<file path="src/rtl/cim_row_ctrl_pkg.sv">
// Shared definitions for the CIM row controller, its array model and benches:
// FSM state encodings, command op encodings and default array geometry.
package cim_row_ctrl_pkg;

    typedef enum logic [2:0] {
        IDLE     = 3'd0,
        WPULSE   = 3'd1,
        RECOVER  = 3'd2,
        SETTLE_S = 3'd3,
        RESP     = 3'd4
    } state_e;

    localparam logic OP_WRITE   = 1'b0;
    localparam logic OP_COMPUTE = 1'b1;

    localparam int DEF_ROWS = 8;
    localparam int DEF_COLS = 8;

    // Settle counter width; SETTLE is limited to 1..15 so SETTLE-1 fits.
    localparam int CNT_W = 4;

    // Counter load value for a given settle length.
    function automatic logic [CNT_W-1:0] settle_load(input int settle);
        return CNT_W'(settle - 1);
    endfunction

endpackage

</file>
<file path="src/rtl/cim_row_ctrl_wl_decoder.sv">
// One-hot word-line decoder with out-of-range detection. An out-of-range
// address produces an all-zero word-line vector, so the caller never has to
// mask it separately.
module wl_decoder #(
    parameter int ROWS   = 8,
    parameter int ADDR_W = 3
) (
    input  logic [ADDR_W-1:0] row_i,
    output logic [ROWS-1:0]   wl_o,
    output logic              oor_o
);

    // Compare each row index against the address; rows >= ROWS never match.
    always_comb begin
        wl_o  = '0;
        oor_o = (32'(row_i) >= 32'(ROWS));
        for (int r = 0; r < ROWS; r++) begin
            wl_o[r] = (32'(row_i) == 32'(r));
        end
    end

endmodule

</file>
<file path="src/rtl/cim_row_ctrl.sv">
// Row controller for a compute-in-memory array: accepts one write or compute
// command at a time, drives registered word/bit lines and compute controls,
// and returns compute results through a valid/ready response port.
module cim_row_ctrl
    import cim_row_ctrl_pkg::*;
#(
    parameter int ROWS   = DEF_ROWS,
    parameter int COLS   = DEF_COLS,
    parameter int ADDR_W = 3,
    parameter int SETTLE = 2
) (
    input  logic              CLK,
    input  logic              RST,
    input  logic              CMD_VALID,
    output logic              CMD_READY,
    input  logic              CMD_OP,
    input  logic [ADDR_W-1:0] CMD_ROW,
    input  logic [COLS-1:0]   CMD_DATA,
    input  logic              CMD_CI,
    output logic [ROWS-1:0]   WL,
    output logic [COLS-1:0]   BL,
    output logic              WE,
    output logic              CE,
    output logic [COLS-1:0]   INPUT,
    output logic              CI,
    input  logic [COLS-1:0]   ARR_OUT,
    input  logic              ARR_CO,
    output logic              RES_VALID,
    input  logic              RES_READY,
    output logic [COLS-1:0]   RES_DATA,
    output logic              RES_CO,
    output logic              RES_ERR
);

    localparam logic [CNT_W-1:0] SETTLE_LOAD = settle_load(SETTLE);

    state_e             state_q, state_d;
    logic [CNT_W-1:0]   cnt_q, cnt_d;
    logic               err_q, err_d;
    logic [ROWS-1:0]    wl_q, wl_d;
    logic [COLS-1:0]    bl_q, bl_d;
    logic               we_q, we_d;
    logic               ce_q, ce_d;
    logic [COLS-1:0]    inp_q, inp_d;
    logic               ci_q, ci_d;
    logic               res_valid_q, res_valid_d;
    logic [COLS-1:0]    res_data_q, res_data_d;
    logic               res_co_q, res_co_d;
    logic               res_err_q, res_err_d;

    logic [ROWS-1:0]    dec_wl;
    logic               dec_oor;

    wl_decoder #(
        .ROWS   (ROWS),
        .ADDR_W (ADDR_W)
    ) u_wl_dec (
        .row_i (CMD_ROW),
        .wl_o  (dec_wl),
        .oor_o (dec_oor)
    );

    // Next-state and registered-output logic; every command field is used only
    // in IDLE on the accept edge, so later bus changes cannot leak through.
    always_comb begin
        state_d     = state_q;
        cnt_d       = cnt_q;
        err_d       = err_q;
        wl_d        = wl_q;
        bl_d        = bl_q;
        we_d        = we_q;
        ce_d        = ce_q;
        inp_d       = inp_q;
        ci_d        = ci_q;
        res_valid_d = res_valid_q;
        res_data_d  = res_data_q;
        res_co_d    = res_co_q;
        res_err_d   = res_err_q;

        case (state_q)
            IDLE: begin
                if (CMD_VALID) begin
                    // Out-of-range rows keep the normal timing but leave the
                    // array untouched (decoder already yields WL=0).
                    wl_d = dec_wl;
                    if (CMD_OP == OP_COMPUTE) begin
                        state_d = SETTLE_S;
                        ce_d    = !dec_oor;
                        inp_d   = dec_oor ? '0 : CMD_DATA;
                        ci_d    = dec_oor ? 1'b0 : CMD_CI;
                        cnt_d   = SETTLE_LOAD;
                        err_d   = dec_oor;
                    end else begin
                        state_d = WPULSE;
                        we_d    = !dec_oor;
                        bl_d    = dec_oor ? '0 : CMD_DATA;
                    end
                end
            end
            WPULSE: begin
                state_d = RECOVER;
                wl_d    = '0;
                bl_d    = '0;
                we_d    = 1'b0;
            end
            RECOVER: begin
                state_d = IDLE;
            end
            SETTLE_S: begin
                if (cnt_q == '0) begin
                    state_d     = RESP;
                    res_valid_d = 1'b1;
                    res_data_d  = err_q ? '0 : ARR_OUT;
                    res_co_d    = err_q ? 1'b0 : ARR_CO;
                    res_err_d   = err_q;
                    wl_d        = '0;
                    ce_d        = 1'b0;
                    inp_d       = '0;
                    ci_d        = 1'b0;
                end else begin
                    cnt_d = cnt_q - 1'b1;
                end
            end
            RESP: begin
                if (RES_READY) begin
                    state_d     = IDLE;
                    res_valid_d = 1'b0;
                end
            end
            default: begin
                state_d = IDLE;
            end
        endcase
    end

    // State and output registers; reset clears the array controls at once.
    always_ff @(posedge CLK or posedge RST) begin
        if (RST) begin
            state_q     <= IDLE;
            cnt_q       <= '0;
            err_q       <= 1'b0;
            wl_q        <= '0;
            bl_q        <= '0;
            we_q        <= 1'b0;
            ce_q        <= 1'b0;
            inp_q       <= '0;
            ci_q        <= 1'b0;
            res_valid_q <= 1'b0;
            res_data_q  <= '0;
            res_co_q    <= 1'b0;
            res_err_q   <= 1'b0;
        end else begin
            state_q     <= state_d;
            cnt_q       <= cnt_d;
            err_q       <= err_d;
            wl_q        <= wl_d;
            bl_q        <= bl_d;
            we_q        <= we_d;
            ce_q        <= ce_d;
            inp_q       <= inp_d;
            ci_q        <= ci_d;
            res_valid_q <= res_valid_d;
            res_data_q  <= res_data_d;
            res_co_q    <= res_co_d;
            res_err_q   <= res_err_d;
        end
    end

    assign CMD_READY = (state_q == IDLE);
    assign WL        = wl_q;
    assign BL        = bl_q;
    assign WE        = we_q;
    assign CE        = ce_q;
    assign INPUT     = inp_q;
    assign CI        = ci_q;
    assign RES_VALID = res_valid_q;
    assign RES_DATA  = res_data_q;
    assign RES_CO    = res_co_q;
    assign RES_ERR   = res_err_q;

endmodule

</file>
<file path="config.mk">
export PLATFORM = sky130hd
export DESIGN_NAME = cim_row_ctrl
export DESIGN_NICKNAME = d
export VERILOG_FILES = /design/src/rtl/cim_row_ctrl_pkg.sv /design/src/rtl/cim_row_ctrl_wl_decoder.sv /design/src/rtl/cim_row_ctrl.sv
export SDC_FILE = /design/constraint.sdc
export NUM_CORES = 1
export LEC_CHECK = 0
export CAP_MARGIN = 5
export CORE_MARGIN = 4
export CORE_UTILIZATION = 30
export DETAILED_ROUTE_END_ITERATION = 12
export GPL_ROUTABILITY_DRIVEN = 1
export GPL_TIMING_DRIVEN = 0
export PLACE_DENSITY_LB_ADDON = 0.25
export SLEW_MARGIN = 20
export SYNTH_ARGS = -nofsm -noshare
export SYNTH_HDL_FRONTEND = slang
export SYNTH_SLANG_ARGS = --single-unit
export TNS_END_PERCENT = 30
</file>
<file path="constraint.sdc">
create_clock -name CLK -period 1.8 [get_ports CLK]
set_clock_uncertainty 0.2 [all_clocks]
set_input_delay 0.27 -clock CLK [delete_from_list [all_inputs] [get_ports CLK]]
set_output_delay 0.27 -clock CLK [all_outputs]
set_load 0.01 [all_outputs]
</file>
* Word level (Yosys, flattened, before mapping)
Cells that the tools add are included.
** Storage, ports and cells
- Flip-flop bits (word level) :: 44
- Bits in latches :: 0
- RAM bits :: 0
- Bits in read-only memories :: 0
- Bits of input ports :: 26
- Memories :: 0
** Operators by class
- Add/sub/neg operators :: 1
- Multipliers :: 0
- Divide/modulo/power cells :: 0
- Order comparisons :: 0
- Eq/ne operators :: 16
- Shift operators :: 0
- Mux-type cells :: 31
- Bitwise gates (word level) :: 0
- Reduce and logical (&&, ||, !) cells :: 14
** Operators by type and width (count)
- 8-bit 2-to-1 mux :: 6
- 8-bit one-hot mux with 2 select lines :: 2
- 8-bit one-hot mux with 3 select lines :: 1
- 3-bit equality test, second input constant :: 5
- 4-bit 2-to-1 mux :: 3
- 3-bit one-hot mux with 4 select lines :: 1
- 3-bit AND reduction :: 4
- 2-bit inequality test, second input constant :: 5
- 3-bit by 2-bit equality test with 1-bit output, second input constant :: 3
- 1-bit 2-to-1 mux :: 9
- 3-bit 2-to-1 mux :: 3
- 1-bit one-hot mux with 2 select lines :: 4
- 4-bit one-hot mux with 2 select lines :: 1
- 4-bit AND reduction :: 2
- 3-bit by 1-bit equality test with 1-bit output, second input constant :: 2
- 3-bit logical NOT :: 2
- 2-bit nonzero test :: 3
- 4-bit logical NOT :: 1
- 4-bit by 1-bit subtractor with 4-bit output, second input constant :: 1
- 3-bit nonzero test :: 1
- 2-bit 2-to-1 mux :: 1
- 2-bit by 1-bit inequality test with 1-bit output, second input constant :: 1
- 2-bit AND reduction :: 1

* Longest topological paths before layout
Gate-level depths: netlist (run 1).
- Word-level depth :: 3
- Gate-level depth with buffers :: 5
- Depth with buffers taken out :: 5

* By module
A second synthesis (run 1) with hierarchy kept.
** Unflattened totals
- Cell total of the unflattened synthesis :: 201
- Area, all modules :: 2100.8 sq um
** By module, submodules not included
- cim_row_ctrl :: times used 1, cells an instance 191, area an instance 2024.4 sq um, sequential area each 1151.1 sq um
- wl_decoder :: times used 1, cells an instance 10, area an instance 76.3 sq um, sequential area each 0.0 sq um

* Worst setup path after synthesis (run 1)
OpenSTA, ideal clock, no wires.
- Kind :: reg2reg
- Start :: reg cnt_q[0]
- End :: reg cnt_q[1]
- Setup time :: 0.125 ns
- Data arrival time :: 1.587 ns
- Required time :: 1.475 ns
- Setup slack :: -0.112 ns
- Cell stages (with the launch flop) :: 6
- Cells stage by stage :: dfrtp_1 inv_1 ha_1 nor3b_4 a2bb2oi_1 mux2_2
** On the way
- Longest elaborated chain between the ends :: 3
** Ends and longest elaborated chain
- start: declaration :: RTL line cim_row_ctrl.sv:38 : logic [CNT_W-1:0] cnt_q, cnt_d;
- start signal: assignment :: RTL line cim_row_ctrl.sv:154 : cnt_q <= cnt_d;
- 4-bit by 1-bit subtractor with 4-bit output / 4-bit logical NOT (equally long branches) :: RTL line cim_row_ctrl.sv:121, cim_row_ctrl.sv:110
- 4-bit 2-to-1 mux / 2-bit inequality test (equally long branches)
- 4-bit one-hot mux with 2 select lines / 4-bit AND reduction (equally long branches)
Parallel ways exist; a longest one is shown, timed or not. The select of a mux whose other input is x is not followed.
A chain may end at the register's enable or synchronous reset.

* Final worst setup path (run 1)
- Start :: reg cnt_q[1]
- End :: reg cnt_q[1]
The elaborated chain is that of the path after synthesis.

==> run_results.csv, run 1 <==
group,metric,value,unit
clock_tree,worstSkewPairLatency,0.30,ns
route,antenna_violating_nets_post_route,0,
placement,dp.final_hpwl,3.41,mm
logic_synthesis,postSynthAreaPerCell,13.2,µm²
floorplanning,floorplan.io_pins,65,
route,post-route-drc-count,0,
logic_synthesis,synth.yosys.seq_area_share,55.7,%
placement,routabilityCongestion,0.742,
worst_setup_path,r2r_slack,0.01,ns
final_layout,fillerInstances,619,
logic_synthesis,synth.cells.most_frequent,"sky130_fd_sc_hd__dfrtp_1, sky130_fd_sc_hd__a22o_1, sky130_fd_sc_hd__mux2_2, sky130_fd_sc_hd__nand4_1, sky130_fd_sc_hd__a21bo_2",
worst_setup_path,cp_num_buf_inv,2,
sta,final_max_slew_viol_count,0,
final_layout,final-seq-area,1100,µm²
status,outcome,"completed",
logic_synthesis,dominantRegCellSynth,"sky130_fd_sc_hd__dfrtp_1",
logic_synthesis,netlist.top_cell.by_area,"sky130_fd_sc_hd__dfrtp_1",
logic_synthesis,mappedNetlistArea,1980,µm²
grt,global_route.usage.total,12.7,%
route,wl_met1,2.15,mm
route,via_per_inst,4.97,
worst_setup_path,critPathSlowestCell,"sky130_fd_sc_hd__dfrtp_1",
power,leakage,1.30,nW
grt,grt_max_degree,26,
worst_setup_path,timing.critical_path.cells,"inv_2 > ha_4 > nor3b_4 > buf_4 > a2bb2oi_2 > mux2_4",
sta,max_slew_margin_vs_limit,56.0,%
power,pwr_density_cell,1580,nW/µm²
grt,antenna_violations_before_repair,0,
route,route.detailed.wl_per_inst,15.5,µm
sta,finalCritPeriodShare,99.2,%
grt,via_count_of_the_first_global_routing_pass,1585,
clock_tree,cts.reportedPaths.clkPinSlew,0.09,ns
worst_setup_path,cp.arrival,1.77,ns
worst_setup_path,crit_family,"flip-flops",
logic_synthesis,synth_async_sr_flop_share,100,%
grt,grt_pass1_wl,7.86,mm
floorplanning,fp.dieW,89.2,µm
logic_synthesis,main_area_contributors_after_synthesis,"sky130_fd_sc_hd__dfrtp_1, sky130_fd_sc_hd__mux2_2, sky130_fd_sc_hd__a22o_1, sky130_fd_sc_hd__a21bo_2, sky130_fd_sc_hd__nand4_1",
logic_synthesis,synth_enable_flop_cells,0,
final_layout,antenna-diode-count,0,
final_layout,multiInputGateArea,821,µm²
final_layout,design.final.nets,254,
clock_tree,cts.hold.buffers_added,0,
floorplanning,core_region_area,6390,µm²
logic_synthesis,yosysMostFrequentCell,"sky130_fd_sc_hd__dfrtp_1",
floorplanning,floorplan.die_area,7960,µm²
worst_setup_path,cpPeakStageDelay,0.41,ns
power,max_ir_drop_vdd,677,µV
placement,placement.io_buffers,62,
logic_synthesis,number_of_synthesized_register_bits,44,
worst_setup_path,r2r-end,"cnt_q[1]",
placement,dp.cells,290,
flow_run,drv_cap,0,
clock_tree,ctsHtreeMaxLevel,2,
clock_tree,cts_tree,"yes",
worst_setup_path,end_kind,"flop",
worst_setup_path,timing.setup.critical_path_class,"flop to flop",
worst_setup_path,critPathCapture,"cnt_q[1]",
logic_synthesis,yosys.area.top_type_share,55.7,%
clock_tree,number_of_cts_inserted_buffers,5,
floorplanning,initial_utilization,31.0,%
worst_setup_path,cp_max_fo,3,
sta,setup-violations-final,0,
route,totalWireLength,4.72,mm
sta,number_of_hold_violations_in_the_final_report,0,
logic_synthesis,yosysWarningCount,0,
worst_setup_path,path_depth,6,
final_layout,final-instance-count-excl-fill,305,
route,met3_wirelength,335,µm
route,detail_route.iter0.violations,65,
clock_tree,tritoncts_sinks,44,
route,route.vias.total,1515,
worst_setup_path,worstRegToRegCells,6,
final_layout,area.growth.synth_to_final,45.8,%
worst_setup_path,cp-startpoint,"cnt_q[1]",
floorplanning,die_h,89.2,µm
worst_setup_path,setup.worst_path.start_class,"flop",
worst_setup_path,worstPathRequired,1.78,ns
sta,finalWorstPathRequiredPeriod,1.79,ns
logic_synthesis,synth.distinct_cells,40,
min_path,hold_class,"primary input to async pin",
route,met2_length,2.19,mm
sta,tightestPinTransition,0.656,ns
worst_setup_path,rr_startpoint,"cnt_q[1]",
grt,grt-ovfl-total,0,
final_layout,post_route_cells_drive_above_1_share,25.4,%
floorplanning,rows,29,
clock_tree,clock-root-buffer,"sky130_fd_sc_hd__clkbuf_8",
route,highest_layer,"met4",
sta,unrepaired_setup_endpoints_after_global_routing,"true",
logic_synthesis,synth_cells,150,
logic_synthesis,syn_nets,177,
sta,max_freq,0.560,GHz
final_layout,final_core_util,45.2,%
route,drt_first_pass_iters,4,
clock_tree,max-clock-path-buffers,2,
cell families after synthesis:
logic type / after synthesis / share of synthesized area [%]
adder cells (fa/ha/maj): 1 / 0.632
multiplexers: 11 / 6.20
AO/OA/AOI/OAI: 44 / 19.5
AND/OR/NAND/NOR: 33 / 13.5
flip-flops: 44 / 55.7
other: 1 / 0.190
buffers and inverters: 16 / 4.24
through the flow:
stage                     power [W]  area, µm²  setup slack [ns]  TNS [ns]  hold WS, ns
after CTS                   0.00463       2890           0.00269         0       0.0974
after detailed placement    0.00389       2740            -0.265     -6.65        0.267
final                       0.00455       2880            0.0147         0       0.0855
after global placement      0.00385       2720            -0.724    -38.21        0.267
after global routing        0.00489       2880           -0.0639   -0.0639        0.120
after floorplan             0.00285       2000           -0.0208   -0.0208        0.210
worst min path at each step:
stage               cells after the start        start    end
floorplan                               1  CMD_DATA[0]  BL[0]
global placement                        1           WE     WE
detailed placement                      1           CI     CI
CTS                                     2          RST  BL[5]
global route                            2          RST  BL[4]
finish                                  2          RST  BL[3]
worst reg2reg max path: cells and delay by family, from the launching register on:
family,cells,cell delay (ns)
compound gates,1,0.20
fa+ha+maj,1,0.13
buf+inv,2,0.23
flops,1,0.41
mux,1,0.32
simple gates,1,0.18
flip-flops by register name (all words and copies together) (netlist names):
signal     flops
BL             8
INPUT          8
RES_DATA       8
WL             8
cnt_q          4
state_q        3
CE             1
CI             1
RES_CO         1
RES_VALID      1
WE             1
repair_timing:
action                     4_1_cts  5_1_grt
pin swaps                        1        2
setup endpoints to repair       29       11
resized for setup                5        2
setup buffers                    7        0
placed cells by master, fill, tap and decap left out, types with 2 or more instances in the layout:
| cell | Yosys | routed |
|---|---|---|
| sky130_fd_sc_hd__nor2_1 | 5 | 5 |
| sky130_fd_sc_hd__buf_2 | 4 | 4 |
| sky130_fd_sc_hd__nand4_1 | 9 | 9 |
| sky130_fd_sc_hd__clkinv_2 | 0 | 2 |
| sky130_fd_sc_hd__o21ai_0 | 3 | 3 |
| sky130_fd_sc_hd__clkdlybuf4s50_1 | 0 | 61 |
| sky130_fd_sc_hd__clkbuf_8 | 0 | 5 |
| sky130_fd_sc_hd__nor2b_1 | 3 | 3 |
| sky130_fd_sc_hd__a21oi_1 | 6 | 6 |
| sky130_fd_sc_hd__a21bo_2 | 8 | 8 |
| sky130_fd_sc_hd__inv_1 | 7 | 4 |
| sky130_fd_sc_hd__o211a_1 | 2 | 2 |
| sky130_fd_sc_hd__a22o_1 | 12 | 12 |
| sky130_fd_sc_hd__dfrtp_1 | 44 | 44 |
| sky130_fd_sc_hd__nor3_1 | 4 | 3 |
| sky130_fd_sc_hd__buf_4 | 3 | 10 |
| sky130_fd_sc_hd__buf_6 | 1 | 2 |
| sky130_fd_sc_hd__a21o_1 | 2 | 2 |
| sky130_fd_sc_hd__a32o_1 | 4 | 4 |
| sky130_fd_sc_hd__mux2_2 | 10 | 9 |
| sky130_fd_sc_hd__inv_2 | 0 | 3 |
final cells by class:
type | instances | share of cell area [%]
flip-flops and latches | 44 | 38.2
multi-input cells | 90 | 28.5
repair buffers | 70 | 23.9
well taps | 77 | 3.34
clock buffers | 5 | 2.39
plain buffers | 9 | 2.21
inverters | 7 | 0.911
clock inverters | 3 | 0.651
layer usage:
layer,vias up,GRT usage [%]
li1,715,-
met1,740,16.9
met2,55,20.3
met3,5,3.32
met4,0,3.92
met5,-,0
where the power goes:
| group | total [W] | internal, W | switching (W) |
|---|---|---|---|
| Clock | 0.000611 | 0.000271 | 0.000340 |
| Combinational | 0.00231 | 0.00132 | 0.000987 |
| Sequential | 0.00163 | 0.00140 | 0.000234 |
No activity file was read; power rests on OpenSTA's default activity.
==> run 2: changes to the inputs <==
REMOVE_ABC_BUFFERS = 1   (was not set)
==> run 2 against run 1 <==
  * The run now ends with negative setup slack left
  * Sequential power grew 4%
  * Combinational power is 3% higher
  * Cell count shrank 0.33%
  * Largest cell class unchanged
  * Critical path depth down 1
==> run_results.csv, run 2 (synthesized netlist as in run 1, its figures left out) <==
group,metric,value,unit
worst_setup_path,timing.setup.critical_path_class,"flop to flop",
grt,global_route.usage.total,12.7,%
worst_setup_path,end_kind,"flop",
placement,placement.io_buffers,63,
grt,grt_pass1_wl,7.76,mm
grt,via_count_of_the_first_global_routing_pass,1587,
power,pwr_density_cell,1580,nW/µm²
worst_setup_path,worstPathRequired,1.78,ns
sta,unrepaired_setup_endpoints_after_global_routing,"true",
final_layout,design.final.nets,256,
grt,grt-ovfl-total,0,
status,violations_in_the_final_reports,"negative setup slack",
sta,totalNegativeSetupSlack,-0.158,ns
sta,setup-violations-final,10,
sta,max_freq,0.544,GHz
sta,whs,0.140,ns
floorplanning,floorplan.io_pins,65,
route,antenna_violating_nets_post_route,0,
sta,max_slew_margin_vs_limit,54.0,%
route,post-route-drc-count,0,
grt,antenna_violations_before_repair,0,
worst_setup_path,critPathSlowestCell,"sky130_fd_sc_hd__dfrtp_2",
clock_tree,clock-root-buffer,"sky130_fd_sc_hd__clkbuf_8",
sta,finalWorstPathRequiredPeriod,1.84,ns
final_layout,final_area,2930,µm²
worst_setup_path,crit_family,"flip-flops",
power,max_ir_drop_vdd,606,µV
worst_setup_path,timing.critical_path.cells,"buf_8 > nor4b_4 > buf_4 > a2bb2oi_2 > mux2_4",
floorplanning,rows,29,
power,leakage,1.29,nW
placement,routabilityCongestion,0.719,
min_path,hold_class,"primary input to async pin",
final_layout,fillerInstances,596,
route,route.detailed.wl_per_inst,15.7,µm
sta,setup_slack_of_the_critical_path_after_layout,-0.0384,ns
clock_tree,cts.reportedPaths.clkPinSlew,0.07,ns
worst_setup_path,cp_max_fo,6,
clock_tree,tritoncts_sinks,44,
floorplanning,initial_utilization,31.0,%
worst_setup_path,r2r-end,"cnt_q[1]",
clock_tree,cts_tree,"yes",
worst_setup_path,worstRegToRegCells,5,
worst_setup_path,setup.worst_path.start_class,"flop",
worst_setup_path,cpPeakStageDelay,0.43,ns
worst_setup_path,r2r_slack,-0.04,ns
final_layout,mostFrequentLayoutCells,"sky130_fd_sc_hd__clkdlybuf4s50_1, sky130_fd_sc_hd__dfrtp_1, sky130_fd_sc_hd__a22o_1",
clock_tree,number_of_cts_inserted_buffers,5,
sta,number_of_hold_violations_in_the_final_report,0,
sta,finalCritPeriodShare,102,%
status,outcome,"finished, violations left",
placement,placed_area,2680,µm²
placement,dp.final_hpwl,3.34,mm
route,drt_first_pass_iters,4,
flow_run,drv_cap,0,
floorplanning,core_region_area,6390,µm²
final_layout,antenna-diode-count,0,
worst_setup_path,cp.arrival,1.81,ns
sta,final_max_slew_viol_count,0,
floorplanning,fp.dieW,89.2,µm
sta,tightestPinTransition,0.685,ns
route,route.vias.total,1513,
route,totalWireLength,4.77,mm
route,via_per_inst,4.98,
floorplanning,floorplan.die_area,7960,µm²
clock_tree,max-clock-path-buffers,2,
final_layout,area.growth.synth_to_final,48.0,%
route,detail_route.iter0.violations,59,
worst_setup_path,rr_startpoint,"state_q[0]",
worst_setup_path,cp_num_buf_inv,2,
final_layout,post_route_cells_drive_above_1_share,26.0,%
floorplanning,die_h,89.2,µm
final_layout,layout.cells.most_common,"sky130_fd_sc_hd__clkdlybuf4s50_1",
clock_tree,ctsHtreeMaxLevel,2,
clock_tree,worstSkewPairLatency,0.29,ns
power,power.total,0.00462,W
grt,grt_max_degree,25,
run 2: cell type report:
type / count / area (µm²) / share of cell area, %
clock buffer: 5 / 68.8 / 2.35
tap: 77 / 96.3 / 3.29
inverter: 7 / 26.3 / 0.897
timing repair buffer: 80 / 796 / 27.2
multi-input combinational: 91 / 836 / 28.5
sequential: 44 / 1100 / 37.7
run 2: what timing repair did:
item	in CTS	in global routing
endpoints found under the setup margin	41	38
hold buffers	0	0
hold endpoints to repair	0	0
resized for setup	11	9
gates cloned	1	0
pin swaps	4	15
buffers inserted	9	7
run 2: stage by stage:
step / cells / util [%] / worst slack (ns)
floorplan: 141 / - / -0.112
global placement: 281 / 41.5 / -0.679
detailed placement: 282 / 41.9 / -0.621
CTS: 297 / 44.5 / -0.0553
global route: 304 / 45.8 / -0.102
finish: 304 / 45.8 / -0.0384
run 2: how the worst max path moves through the flow:
stage | from | end | depth (start not counted)
2_1_floorplan | cnt_q[0] | cnt_q[1] | 5
3_3_place_gp | RST | WL[2] | 2
3_5_place_dp | CMD_OP | BL[7] | 4
4_1_cts | cnt_q[0] | WL[4] | 6
5_1_grt | cnt_q[1] | WL[5] | 6
6_report | state_q[0] | cnt_q[1] | 5
run 2: where the power goes:
group	leakage, nW	switching, W	total, W	internal (W)
clock	0.0359	0.000299	0.000549	0.000250
combinational	0.702	0.000972	0.00237	0.00140
sequential	0.553	0.000292	0.00170	0.00141
run 2: layer usage:
| layer | vias to the layer above | track usage [%] | share of wire (%) |
|---|---|---|---|
| li1 | 715 | - | - |
| met2 | 43 | 21.4 | 50 |
| met1 | 750 | 15.7 | 42 |
| met4 | 0 | 4.87 | 1.7 |
| met3 | 5 | 3.13 | 6.1 |
| met5 | - | 0 | 0 |
==> run 3: changes to the inputs <==
MAX_ROUTING_LAYER = met4   (was not set)
==> run 3 against run 2 <==
  * The flow still finishes with violations (negative setup slack)
  * Critical endpoint unchanged
  * Critical path depth is the same
  * First-iteration DRC count shrank 14%
  * Sequential power is essentially flat
  * Critical path type unchanged
  * Total power grew 0.13%
  * Clock-buffer cell count is the same
  * Combinational power is essentially flat
  * Largest cell class unchanged
==> run_results.csv, run 3 (synthesized netlist as in run 1, its figures left out) <==
group,metric,value,unit
status,outcome,"finished, violations left",
status,violations_in_the_final_reports,"negative setup slack",
clock_tree,max-clock-path-buffers,2,
route,route.vias.total,1507,
floorplanning,rows,29,
clock_tree,clock-root-buffer,"sky130_fd_sc_hd__clkbuf_8",
floorplanning,floorplan.io_pins,65,
floorplanning,fp.dieW,89.2,µm
power,p_clk_share,11.9,%
clock_tree,tritoncts_sinks,44,
sta,max_slew_margin_vs_limit,54.5,%
sta,tightestPinTransition,0.679,ns
clock_tree,cts.reportedPaths.clkPinSlew,0.07,ns
clock_tree,ctsHtreeMaxLevel,2,
worst_setup_path,cpPeakStageDelay,0.44,ns
power,power.internal,0.00305,W
placement,routabilityCongestion,0.728,
power,pwr-share-comb,51.3,%
final_layout,mostFrequentLayoutCells,"sky130_fd_sc_hd__clkdlybuf4s50_1, sky130_fd_sc_hd__dfrtp_1, sky130_fd_sc_hd__a22o_1",
final_layout,antenna-diode-count,0,
route,post-route-drc-count,0,
clock_tree,worstSkewPairLatency,0.29,ns
grt,groute.layer.met2.usage,21.4,%
placement,dp.final_hpwl,3.34,mm
final_layout,layout.cells.most_common,"sky130_fd_sc_hd__clkdlybuf4s50_1",
power,switching_share,33.9,%
grt,use_met1,15.9,%
worst_setup_path,end_kind,"flop",
worst_setup_path,cp_max_fo,6,
grt,grt_pass1_wl,7.76,mm
grt,groute.layer.met3.usage,2.95,%
placement,dp_slack,-0.621,ns
power,seq_power_share,36.8,%
grt,via_count_of_the_first_global_routing_pass,1585,
grt,globalRoute.busiestLayer,"met2",
clock_tree,cts.hold.buffers_added,0,
route,antenna_violating_nets_post_route,0,
flow_run,drv_cap,0,
power,switching_power,0.00157,W
route,route.detailed.wl_per_inst,15.6,µm
route,via_per_inst,4.96,
clock_tree,cts_tree,"yes",
power,pwr_density_cell,1580,nW/µm²
worst_setup_path,setup.worst_path.start_class,"flop",
worst_setup_path,timing.critical_path.cells,"buf_8 > nor4b_4 > buf_4 > a2bb2oi_2 > mux2_4",
route,drt_first_pass_iters,4,
grt,grt-ovfl-total,0,
final_layout,design.final.nets,256,
route,totalWireLength,4.74,mm
sta,finalCritPeriodShare,102,%
power,leakage,1.29,nW
floorplanning,core_region_area,6390,µm²
clock_tree,number_of_cts_inserted_buffers,5,
route,detail_route.iter0.violations,51,
power,power.total,0.00462,W
worst_setup_path,critPathSlowestCell,"sky130_fd_sc_hd__dfrtp_2",
floorplanning,initial_utilization,31.0,%
final_layout,area.growth.synth_to_final,48.0,%
sta,unrepaired_setup_endpoints_after_global_routing,"true",
sta,max_freq,0.546,GHz
final_layout,final_area,2930,µm²
sta,whs,0.140,ns
placement,placement.io_buffers,63,
sta,number_of_hold_violations_in_the_final_report,0,
final_layout,post_route_cells_drive_above_1_share,26.0,%
sta,finalWorstPathRequiredPeriod,1.83,ns
grt,grt_max_degree,25,
grt,antenna_violations_before_repair,0,
power,max_ir_drop_vdd,607,µV
worst_setup_path,r2r_slack,-0.03,ns
worst_setup_path,cp.arrival,1.81,ns
grt,global_route.usage.total,13.1,%
sta,final_max_slew_viol_count,0,
worst_setup_path,timing.setup.critical_path_class,"flop to flop",
floorplanning,die_h,89.2,µm
floorplanning,floorplan.die_area,7960,µm²
final_layout,fillerInstances,596,
sta,setup-violations-final,12,
min_path,hold_class,"primary input to async pin",
worst_setup_path,worstPathRequired,1.78,ns
sta,setup_slack_of_the_critical_path_after_layout,-0.0316,ns
placement,placed_area,2680,µm²
==> run 3: area by class of cell <==
type                       instances  area [µm²]  share of cell area, %
inverter                           7        26.3                  0.897
multi-input combinational         91         836                   28.5
sequential                        44        1100                   37.7
tap                               77        96.3                   3.29
timing repair buffer              80         796                   27.2
clock buffer                       5        68.8                   2.35
==> run 3: final timing paths <==
path,start,endpoint,depth (start not counted)
max reg2reg,state_q[0],cnt_q[1],5
min reg2reg,WE,WE,1
min in group CLK,WE,WE,1
max,state_q[0],cnt_q[1],5
max in group asynchronous,RST,state_q[2],3
min,RST,BL[7],2
==> run 3: power groups by stage <==
stage	clock, W	combinational [W]	sequential (W)
6_report	0.000551	0.00237	0.00170
3_3_place_gp	0	0.00202	0.00173
3_5_place_dp	0	0.00205	0.00175
5_1_grt	0.000616	0.00256	0.00176
4_1_cts	0.000573	0.00224	0.00170
2_1_floorplan	0	0.000874	0.00187
==> run 3: timing repair <==
item | in CTS | in global routing
pin swaps | 4 | 15
cloned | 1 | 0
resized for setup | 11 | 9
setup buffers | 9 | 7
endpoints found under the setup margin | 41 | 38
==> run 3: layer usage <==
| layer | wire length, µm | up-vias |
|---|---|---|
| met5 | 0 | - |
| met4 | 66 | 0 |
| met3 | 272 | 6 |
| met2 | 2360 | 41 |
| met1 | 2040 | 742 |
| li1 | - | 718 |
==> run 3: worst max-delay path, delay by kind of cell, from the launching register on <==
family / cells / cell delay, ns
simple gates: 1 / 0.38
flops: 1 / 0.44
mux: 1 / 0.32
compound gates: 1 / 0.06
buf+inv: 2 / 0.32
==> run 3: metrics by stage <==
step                std cells  TNS, ns  utilization (%)
floorplan                 141   -0.654                -
global placement          281   -44.89             41.5
detailed placement        282   -15.22             41.9
CTS                       297   -0.524             44.5
global route              304    -1.72             45.8
finish                    304   -0.188             45.8
